$ cat config.mk
export PLATFORM = sky130hd
export DESIGN_NAME = multi_gate_demonstration
export DESIGN_NICKNAME = d
export VERILOG_FILES = /design/src/rtl/multi_gate_pkg.sv /design/src/rtl/gate_input_debouncer.sv /design/src/rtl/multi_gate_demonstration.sv
export SDC_FILE = /design/constraint.sdc
export NUM_CORES = 1
export LEC_CHECK = 0
export CAP_MARGIN = 0
export CORE_ASPECT_RATIO = 0.5
export CORE_MARGIN = 2
export CORE_UTILIZATION = 30
export DETAILED_ROUTE_END_ITERATION = 6
export PLACE_DENSITY = 0.54
export SLEW_MARGIN = 20
export SYNTH_ARGS = -nofsm -noshare
export SYNTH_HDL_FRONTEND = slang
export SYNTH_SLANG_ARGS = --single-unit
$ cat constraint.sdc
create_clock -name I_P_CLK -period 2.2 [get_ports I_P_CLK]
set_input_delay 0.33 -clock I_P_CLK [delete_from_list [all_inputs] [get_ports I_P_CLK]]
set_output_delay 0.33 -clock I_P_CLK [all_outputs]
set_load 0.01 [all_outputs]
$ cat src/rtl/multi_gate_pkg.sv
// ---------------------------------------------------------------------------
// multi_gate_pkg
// Shared definitions for the multi-input reduction-gate demo:
//   - mode encodings MODE_AND..MODE_XNOR (binary, as shown on the mode LEDs)
//   - MODE_COUNT / MODE_W, and MAX_INPUTS (widest supported switch vector)
//   - gate_eval(): reduction of the low n bits of a vector for a given mode
// ---------------------------------------------------------------------------
package multi_gate_pkg;

    localparam int MODE_COUNT = 6;
    localparam int MODE_W     = 3;
    localparam int MAX_INPUTS = 16;

    typedef enum logic [MODE_W-1:0] {
        MODE_AND  = 3'd0,
        MODE_OR   = 3'd1,
        MODE_XOR  = 3'd2,
        MODE_NAND = 3'd3,
        MODE_NOR  = 3'd4,
        MODE_XNOR = 3'd5
    } mode_e;

    // Reduce the low n bits of vec. Bits at and above n are ignored so one
    // function serves every legal input count. Codes 6/7 yield 0.
    function automatic logic gate_eval(
        input logic [MODE_W-1:0]     mode,
        input logic [MAX_INPUTS-1:0] vec,
        input int unsigned           n
    );
        logic r_and;
        logic r_or;
        logic r_xor;
        logic result;
        r_and = 1'b1;
        r_or  = 1'b0;
        r_xor = 1'b0;
        for (int i = 0; i < MAX_INPUTS; i++) begin
            if (i < int'(n)) begin
                r_and = r_and & vec[i];
                r_or  = r_or  | vec[i];
                r_xor = r_xor ^ vec[i];
            end
        end
        case (mode)
            MODE_AND:  result = r_and;
            MODE_OR:   result = r_or;
            MODE_XOR:  result = r_xor;
            MODE_NAND: result = ~r_and;
            MODE_NOR:  result = ~r_or;
            MODE_XNOR: result = ~r_xor;
            default:   result = 1'b0;
        endcase
        return result;
    endfunction

endpackage

$ cat src/rtl/gate_input_debouncer.sv
// ---------------------------------------------------------------------------
// gate_input_debouncer
// One asynchronous, bouncing input bit -> 2-flop synchroniser -> debouncer.
// A new level is accepted only after the synchronised input has disagreed
// with the accepted level for DEBOUNCE_CYCLES consecutive clocks.
// Ports:
//   clk    in   board clock
//   rst_n  in   asynchronous active-low reset
//   raw    in   raw asynchronous input
//   level  out  accepted (debounced) level, registered
// ---------------------------------------------------------------------------
module gate_input_debouncer
    import multi_gate_pkg::*;
#(
    parameter int DEBOUNCE_CYCLES = 1000000
) (
    input  logic clk,
    input  logic rst_n,
    input  logic raw,
    output logic level
);

    localparam int CNT_W = $clog2(DEBOUNCE_CYCLES + 1);
    localparam logic [CNT_W-1:0] CNT_LAST = CNT_W'(DEBOUNCE_CYCLES - 1);

    logic             sync_p0;
    logic             sync_p1;
    logic [CNT_W-1:0] cnt;

    // ---- stage p0/p1: metastability synchroniser ----
    always_ff @(posedge clk or negedge rst_n) begin
        if (!rst_n) begin
            sync_p0 <= 1'b0;
            sync_p1 <= 1'b0;
        end else begin
            sync_p0 <= raw;
            sync_p1 <= sync_p0;
        end
    end

    // ---- stage p2: debounce counter and accepted level ----
    // Any cycle of agreement restarts the count, so only an uninterrupted
    // run of disagreement flips the level.
    always_ff @(posedge clk or negedge rst_n) begin
        if (!rst_n) begin
            level <= 1'b0;
            cnt   <= '0;
        end else if (sync_p1 == level) begin
            cnt <= '0;
        end else if (cnt == CNT_LAST) begin
            level <= sync_p1;
            cnt   <= '0;
        end else begin
            cnt <= cnt + CNT_W'(1);
        end
    end

endmodule

$ cat src/rtl/multi_gate_demonstration.sv
// ---------------------------------------------------------------------------
// multi_gate_demonstration
// N_INPUTS switches and a mode button, all debounced. The button steps
// through six reduction-gate modes; the registered gate result, the
// debounced switches and the current mode are shown on LEDs.
// Ports:
//   I_P_CLK       in   100 MHz board clock
//   I_P_RST_N     in   asynchronous active-low reset
//   I_P_SW        in   raw switches [N_INPUTS]
//   I_P_BTN_MODE  in   raw mode push-button, active-high
//   O_P_LED_SW    out  debounced switch levels [N_INPUTS]
//   O_P_LED_MODE  out  current mode, binary [3]
//   O_P_LED_GATE  out  registered gate result
// ---------------------------------------------------------------------------
module multi_gate_demonstration
    import multi_gate_pkg::*;
#(
    parameter int N_INPUTS        = 2,
    parameter int DEBOUNCE_CYCLES = 1000000
) (
    input  logic                I_P_CLK,
    input  logic                I_P_RST_N,
    input  logic [N_INPUTS-1:0] I_P_SW,
    input  logic                I_P_BTN_MODE,
    output logic [N_INPUTS-1:0] O_P_LED_SW,
    output logic [MODE_W-1:0]   O_P_LED_MODE,
    output logic                O_P_LED_GATE
);

    // Button occupies the top bit so the switches keep their own indices.
    logic [N_INPUTS:0]       raw_all;
    logic [N_INPUTS:0]       level_all;
    logic [N_INPUTS-1:0]     sw_level;
    logic                    btn_level;
    logic                    btn_prev;
    logic [MODE_W-1:0]       mode;
    logic [MAX_INPUTS-1:0]   sw_wide;

    assign raw_all   = {I_P_BTN_MODE, I_P_SW};
    assign sw_level  = level_all[N_INPUTS-1:0];
    assign btn_level = level_all[N_INPUTS];
    assign sw_wide   = MAX_INPUTS'(sw_level);

    for (genvar i = 0; i <= N_INPUTS; i++) begin : g_db
        gate_input_debouncer #(
            .DEBOUNCE_CYCLES(DEBOUNCE_CYCLES)
        ) u_db (
            .clk  (I_P_CLK),
            .rst_n(I_P_RST_N),
            .raw  (raw_all[i]),
            .level(level_all[i])
        );
    end

    // ---- stage p3: button edge detect, mode register, gate register ----
    // Only the debounced rising edge advances the mode; anything at or past
    // the last legal code (including unreachable 6/7) wraps to AND.
    always_ff @(posedge I_P_CLK or negedge I_P_RST_N) begin
        if (!I_P_RST_N) begin
            btn_prev     <= 1'b0;
            mode         <= MODE_AND;
            O_P_LED_GATE <= 1'b0;
        end else begin
            btn_prev <= btn_level;
            if (btn_level && !btn_prev) begin
                if (mode >= MODE_W'(MODE_COUNT - 1))
                    mode <= MODE_AND;
                else
                    mode <= mode + MODE_W'(1);
            end
            O_P_LED_GATE <= gate_eval(mode, sw_wide, N_INPUTS);
        end
    end

    assign O_P_LED_SW   = sw_level;
    assign O_P_LED_MODE = mode;

endmodule
[Word-level counts from Yosys, hierarchy flattened]
Cells that the tools add are included.
W data, S select, Z words.
Operators by class
  $add $sub $neg: 4
  $lt $le $gt $ge: 1
  eq/ne operators: 11
  muxes and demuxes: 8
  bitwise operators: 9
  reduce and logical (&&, ||, !) cells: 6
Operators with widths (count)
  $mux W20: 6
  $add A20 B1 Y20 const B: 3
  $eq A20 B20 Y1 const B: 3
  $eq A3 B2 Y1 const B: 2
  $eq A3 B3 Y1 const B: 2
  $not A1 Y1: 6
  $pmux W1 S6: 1
  $reduce_and A2 Y1: 3
  $add A3 B1 Y3 const B: 1
  $eq A1 B1 Y1: 3
  $eq A3 B1 Y1 const B: 1
  $ge A3 B3 Y1 const B: 1
  $logic_not A3 Y1: 1
  $mux W3: 1
  $and A1 B1 Y1: 1
  $logic_and A1 B1 Y1: 1
  $logic_not A1 Y1: 1
  $or A1 B1 Y1: 1
  $xor A1 B1 Y1: 1
Word-level totals
  register bits after elaboration: 74
  input bits: 5

[Depth between registers and ports, before layout]
Gate-level depths: netlist of run 1.
  depth after elaboration: 3
  depth in mapped cells: 6
  depth with buffers taken out: 5

[Hierarchy]
A second synthesis of run 1 with hierarchy kept.
Second synthesis, totals
  cells, all modules: 359
  area, all modules: 3686.0 um^2
Modules (own cells, without submodules)
  gate_input_debouncer: times used 3, cells each 108, area each 1114.8 um^2, sequential area each 575.6 um^2
  multi_gate_demonstration: times used 1, cells each 35, area each 341.6 um^2, sequential area each 125.1 um^2

[Least setup slack after synthesis of run 1]
OpenSTA, ideal clock, no wires.
  path kind: register to register
  start: register g_db[2].u_db.cnt[0]
  end: register g_db[2].u_db.cnt[18]
  setup time: 73 ps
  arrival time: 1911 ps
  setup slack: 216 ps
  cell stages (with the launch flop): 7
  buffers on the path: 1
  clock period less this slack: 1984 ps
  cells stage by stage: dfrtp_1 -> ha_1 -> nand2_1 -> or4_1 -> buf_2 -> or4_4 -> a21oi_2
On the way
  word-level cells in the longest chain between the ends: 3
  elaborated cells on any way between the ends: 4
  those cells by class: add/sub (1); eq/ne (1); mux (2)
Ends and longest elaborated chain
  start, declared: RTL line gate_input_debouncer.sv:28  | logic [CNT_W-1:0] cnt;
  start signal, assigned: RTL line gate_input_debouncer.sv:54  | cnt <= cnt + CNT_W'(1);
  $add A20 B1 Y20 / $eq A20 B20 Y1 (equally long branches): RTL line gate_input_debouncer.sv:54, gate_input_debouncer.sv:50
  $mux W20 (*): RTL line gate_input_debouncer.sv:50  | end else if (cnt == CNT_LAST) begin
  $mux W20 (*): RTL line gate_input_debouncer.sv:48  | end else if (sync_p1 == level) begin
Every way passes the cells marked *; elsewhere a longest branch is shown, timed or not.
A chain may end at the register's enable or synchronous reset.

[Worst setup path in the final report of run 1]
  start: register g_db[2].u_db.cnt[11]
  end: register g_db[2].u_db.cnt[19]
The elaborated chain is that of the path after synthesis.

==> impl_metrics.toml, run 1 <==
[status]
status = "finished clean"

[sta]
whs_ns = 0.350
maxSlewViolCount = 0
period_share_pct = 92.8
period_needed_ns = 2.04
setup_tns_ns = 0
worst_pin_slew_ns = 0.611
fin_worst_skew_ns = 0.00871
slew_headroom_pct = 58.9
setup_violations = 0
rsz0062_at_grt = "no"
fmax_mhz = 490
hold_viol = 0

[drt]
remaining_drc_errors = 0
wirelength_mm = 6.88
num_vias = 2605
postRouteAntennaNets = 0
avgViaCountPerCell = 4.68
drtPass1Iterations = 6
drtIter0Drc = 154
wl_per_cell_um = 12.3

[logic_synthesis]
async_reset_ff_share_pct = 100
synth_simple_gate_area_share_pct = 23.8
synth_area_um2 = 3630
synth-seq-cells = 74
seq_area_frac_synth_pct = 51.0
synth_area_per_cell_um2 = 9.90
synth_compound_area_share_pct = 6.40
synthAdderAreaFrac_pct = 3.44
syn_nets = 382
synthCells = 367
synth_top_family_by_area = "simple AND/OR/NAND/NOR gates"
synth-warning-count = 0
synth_cell_type_count = 40
muxShareOfSynthArea_pct = 1.76
synth-xor-area-share_pct = 9.88
synth_enable_flop_cells = 0
synthFlopType = "dfrtp_1"

[clocking]
clkSinkCount = 74
cts_setup_buffers = 0
path_clk_slew_ns = 0.06
clockRootBuffer = "clkbuf_16"
cts_htree_levels = 3
cts_made_buffers = 9
worstSkewPairLatency_ns = 0.35
cts_tree = "built"
clockBufferDepth = 2

[power]
power_mw = 3.07
p_per_area_nw_per_um2 = 715
vdd_drop_max_v = 0.000384
p_leak_nw = 1.72

[placed_design]
dp_hpwl_mm = 4.58
portBuffers = 10
gp_congestion = 0.760

[critical_path]
worst_setup_path_end_kind = "flop"
path_class = "flop to flop"
worst_setup_path_start_kind = "flop"
worstPathRequired_ns = 2.42
path_max_fanout = 11
arrival_ns = 2.26

[layout]
fillers = 1187
drive_gt1_share_pct = 10.2
fin_nets = 402
antenna_cells = 0
area_growth_pct = 18.3

[floorplanning]
die_area_um2 = 13100
coreArea_um2 = 11800
die_w_um = 160
placementRows = 28
io-pin-count = 11
die_h_um = 81.8
initial_core_util_pct = 30.8

[global_routing]
grt_first_pass_wirelength_mm = 12.2
grt_antenna_before_repair = 0
grt_max_degree = 48
grt_use_total_pct = 11.9
gr-total-overflow = 0
grt_pass1_vias = 2542

[job]
maxCapViolCount = 0

[hold_path]
hp-class = "flop to flop"
[worst paths after layout]
kind	startpoint	end	slack, ns	depth (start not counted)
worst max-delay path	g_db[2].u_db.cnt[11]$_DFF_PN0_	g_db[2].u_db.cnt[19]$_DFF_PN0_	0.16	5
worst min-delay path	g_db[2].u_db.sync_p0$_DFF_PN0_	g_db[2].u_db.sync_p1$_DFF_PN0_	0.35	0
worst max register to register	g_db[2].u_db.cnt[11]$_DFF_PN0_	g_db[2].u_db.cnt[19]$_DFF_PN0_	0.16	5
worst min register to register	g_db[2].u_db.sync_p0$_DFF_PN0_	g_db[2].u_db.sync_p1$_DFF_PN0_	0.35	0
max in group asynchronous	I_P_RST_N	g_db[0].u_db.level$_DFFE_PN0P_	1.17	3
min in group asynchronous	I_P_RST_N	g_db[2].u_db.cnt[2]$_DFF_PN0_	0.45	2
[synth_stat cells (all sizes together), types with 2 or more instances]
| master | count | share of area (%) |
|---|---|---|
| or4 | 13 | 2.8 |
| xor2 | 20 | 4.8 |
| mux2 | 3 | 0.93 |
| nor4 | 8 | 1.4 |
| or3 | 8 | 1.5 |
| o21ai | 14 | 1.9 |
| ha | 10 | 3.4 |
| xnor2 | 21 | 5.1 |
| and3 | 5 | 0.90 |
| dfrtp | 74 | 51 |
| nand2 | 24 | 2.5 |
| nor3 | 11 | 1.5 |
| inv | 19 | 2.0 |
| and2 | 2 | 0.34 |
| nand4 | 15 | 2.6 |
| or2 | 2 | 0.34 |
| and4 | 3 | 0.72 |
| nand3 | 18 | 2.6 |
| nor2 | 51 | 5.3 |
| mux2i | 3 | 0.83 |
| nand2b | 2 | 0.34 |
| clkbuf | 4 | 0.41 |
| o31ai | 8 | 1.7 |
| a21oi | 14 | 2.0 |
| buf | 8 | 1.4 |
[power breakdown]
group	internal, mW	total (mW)	switching (mW)
clock	0.997	1.58	0.588
combinational	0.0314	0.0894	0.0581
sequential	1.38	1.40	0.0165
total	2.41	3.07	0.662
[worst max-delay path, stage by stage (launching register included)]
cell     delay (ns)
dfrtp_1        0.42
or4_1          0.50
or4_1          0.53
o21ai_1        0.19
buf_4          0.22
a21oi_1        0.06
[per-stage QoR]
stage	setup slack [ns]	instances	instance area [um2]	utilization (%)
floorplan	0.216	367	3630	-
global placement	0.139	540	3960	33.5
detailed placement	0.102	540	3960	33.5
CTS	0.0871	557	4290	36.3
global route	0.0189	557	4300	36.4
finish	0.159	557	4300	36.4
[layer usage]
layer	GRT usage, %	vias to the layer above	routed length [um]
met5	0	-	0
met4	5.82	0	146
met3	4.24	14	216
met2	18.6	23	3050
met1	15.0	1248	3470
li1	-	1320	-
[registers in the layout, summed over array words and instances, names as in the netlist]
name               cells
g_db.u_db.cnt         60
O_P_LED_GATE           1
btn_prev               1
g_db.u_db.sync_p1      3
g_db.u_db.level        3
g_db.u_db.sync_p0      3
O_P_LED_MODE           3
[layout make-up]
type | count | area, um2 | area share [%]
well taps | 165 | 206 | 4.80
multi-input cells | 262 | 1650 | 38.4
flip-flops and latches | 74 | 1850 | 43.1
repair buffers | 21 | 199 | 4.63
clock buffers | 10 | 229 | 5.33
clock inverters | 6 | 90.1 | 2.10
inverters | 19 | 71.3 | 1.66
[what timing repair did]
item	in CTS	in global routing
endpoints found under the hold margin	27	0
hold buffers	1	0
gates resized for setup	0	2
endpoints found under the setup margin	0	6
[cell usage in the layout (no fill, tap or decap), types with 3 or more instances in the layout]
cell / Yosys / final
nand4_1: 15 / 15
dfrtp_1: 74 / 74
or3_1: 5 / 5
clkdlybuf4s50_1: 0 / 9
o21ai_1: 3 / 3
or4_1: 12 / 11
buf_4: 4 / 9
nor4_1: 8 / 8
xor2_1: 20 / 20
and4_1: 3 / 3
clkbuf_16: 0 / 9
o21ai_0: 11 / 11
a21oi_1: 13 / 13
or3_2: 3 / 3
and3_1: 4 / 4
nand3_1: 17 / 17
nor2_1: 51 / 51
xnor2_1: 21 / 21
inv_1: 19 / 19
nand2_1: 24 / 24
nor3_1: 11 / 11
o31ai_1: 8 / 8
mux2i_1: 3 / 3
ha_1: 10 / 10
[logic make-up after synthesis]
logic type / Yosys count
adders and majority gates: 10
xor gates and xnor gates: 41
AOI/OAI and AO/OA: 39
DFF: 74
buffers and inverters: 31
muxes: 6
and+or+nand+nor: 166
(Power assumes the default switching activity.)
==> inputs of run 2 (changes only) <==
CTS_BUF_LIST = sky130_fd_sc_hd__clkbuf_16   (was default)
clock period = 2.37 ns   (was 2.2 ns; I/O delays follow)
==> impl_metrics.toml, run 2 (same netlist as run 1, synthesis figures left out) <==
[status]
status = "finished, violations left"
violations = "negative hold slack"

[floorplanning]
io-pin-count = 11
die_h_um = 81.8
die_area_um2 = 13100
initial_core_util_pct = 30.8
coreArea_um2 = 11800
die_w_um = 160
placementRows = 28

[layout]
area_growth_pct = 16.7
antenna_cells = 0
fin_nets = 397
layout.cells.non_filler = 552
drive_gt1_share_pct = 9.30
final_common_cell = "dfrtp_1"
largest_register_ff_count = 60
largest-register = "g_db.u_db.cnt"
mostFrequentLayoutCells = "dfrtp_1 (74), nor2_1 (51), nand2_1 (24)"

[sta]
setup_violations = 0
maxSlewViolCount = 0
fmax_mhz = 476
slew_headroom_pct = 54.5
fin_worst_skew_ns = 0.0105
period_needed_ns = 2.10
setup_tns_ns = 0
period_share_pct = 88.7
whs_ns = -0.00543
hold_viol = 18
worst_pin_slew_ns = 0.676
rsz0062_at_grt = "no"

[hold_path]
hp-class = "input pin to async pin"

[clocking]
cts_setup_buffers = 0
cts.repair.resized = 0
cts_htree_levels = 3
clkSinkCount = 74
clockRootBuffer = "clkbuf_16"
worstSkewPairLatency_ns = 0.34
cts_tree = "built"
cts_made_buffers = 9
path_clk_slew_ns = 0.07
clockBufferDepth = 2
ctsHoldBuffers = 0

[power]
p_per_area_nw_per_um2 = 657
vdd_drop_max_v = 0.000356
p_leak_nw = 1.69
p_switching_mw = 0.641
power_mw = 2.78
comb_power_share_pct = 2.9
p_clk_share_pct = 50.6
cell_internal_pwr_mw = 2.14
seqPwrFrac_pct = 46.5
sw_frac_of_total_pct = 23.0

[placed_design]
dp.cells = 536
portBuffers = 10
gp_congestion = 0.778
dp_hpwl_mm = 4.44

[drt]
wl_per_cell_um = 11.9
num_vias = 2564
remaining_drc_errors = 0
avgViaCountPerCell = 4.64
wirelength_mm = 6.57
postRouteAntennaNets = 0
drtPass1Iterations = 4
drtIter0Drc = 91

[critical_path]
worstPathRequired_ns = 2.64
worst_setup_path_end_kind = "flop"
path_class = "flop to flop"
path_max_fanout = 8
arrival_ns = 2.37
worst_setup_path_start_kind = "flop"

[global_routing]
gr-total-overflow = 0
grt_max_degree = 40
grt_first_pass_wirelength_mm = 11.8
grt_use_total_pct = 11.7
grt_pass1_vias = 2505
grt_antenna_before_repair = 0

[job]
maxCapViolCount = 0
run 2: changes by cell type in the layout (fill, tap and decap cells not counted), sizes merged:
| cell | delta |
|---|---|
| buf | -4 |
| inv | +3 |
| bufinv | -1 |
| clkbuf | -1 |
| clkinv | -1 |
| dlygate4sd3 | -1 |
run 2: metrics by stage:
step	setup WS, ns	util, %	hold WS [ns]	cell area (um2)
after CTS	0.273	35.9	0.00104	4240
final	0.268	35.9	-0.00543	4240
after global routing	0.151	35.9	0.0232	4240
after detailed placement	0.271	33.3	0.336	3930
after global placement	0.304	33.3	0.332	3930
after floorplan	0.386	-	0.0599	3630
run 2: power groups by stage:
| stage | Sequential [mW] | Combinational, mW | Clock, mW |
|---|---|---|---|
| 4_1_cts | 1.30 | 0.0853 | 1.46 |
| 3_5_place_dp | 1.32 | 0.0849 | 0 |
| 3_3_place_gp | 1.32 | 0.0850 | 0 |
| 6_report | 1.30 | 0.0805 | 1.41 |
| 5_1_grt | 1.30 | 0.0952 | 1.51 |
| 2_1_floorplan | 1.32 | 0.0366 | 0 |
run 2: path summary, 6_finish.rpt:
kind,from,endpoint,slack [ns],cells after the start
setup / recovery,g_db[2].u_db.cnt[0]$_DFF_PN0_,g_db[2].u_db.cnt[18]$_DFF_PN0_,0.27,5
hold reg to reg,g_db[1].u_db.sync_p0$_DFF_PN0_,g_db[1].u_db.sync_p1$_DFF_PN0_,0.35,0
setup reg to reg,g_db[2].u_db.cnt[0]$_DFF_PN0_,g_db[2].u_db.cnt[18]$_DFF_PN0_,0.27,5
min in group I_P_CLK,g_db[1].u_db.sync_p0$_DFF_PN0_,g_db[1].u_db.sync_p1$_DFF_PN0_,0.35,0
max in group asynchronous,I_P_RST_N,g_db[0].u_db.cnt[16]$_DFF_PN0_,1.80,2
hold / removal,I_P_RST_N,g_db[1].u_db.cnt[1]$_DFF_PN0_,-0.005,1
run 2: cell type report:
class	instances	area, um2
Multi-Input combinational cell	262	1650
Clock buffer	9	225
Timing Repair Buffer	16	155
Inverter	19	71.3
Clock inverter	7	83.8
Fill cell	1192	7570
Tap cell	165	206
Sequential cell	74	1850
run 2: critical path, stage by stage, from the launching register on:
cell and delay [ns]:
dfrtp_1 0.40, ha_1 0.24, nand2_1 0.10, or4_1 0.64, or4_4 0.52, a21oi_2 0.13
run 2: layer usage:
metal  vias up  GRT usage, %  part of all wire [%]  routed length [um]
met3        10          3.84                   3.0                 199
met5         -             0                     0                   0
met2        25          18.8                    44                2910
met1      1219          14.5                    51                3330
met4         0          5.45                   1.9                 125
li1       1310             -                     -                   -
==> inputs of run 3 (changes only) <==
ABC_CLOCK_PERIOD_IN_PS = 2370   (was default)
==> results of run 3 <==
The final DEF is identical to that of run 2; final timing and power are the same.
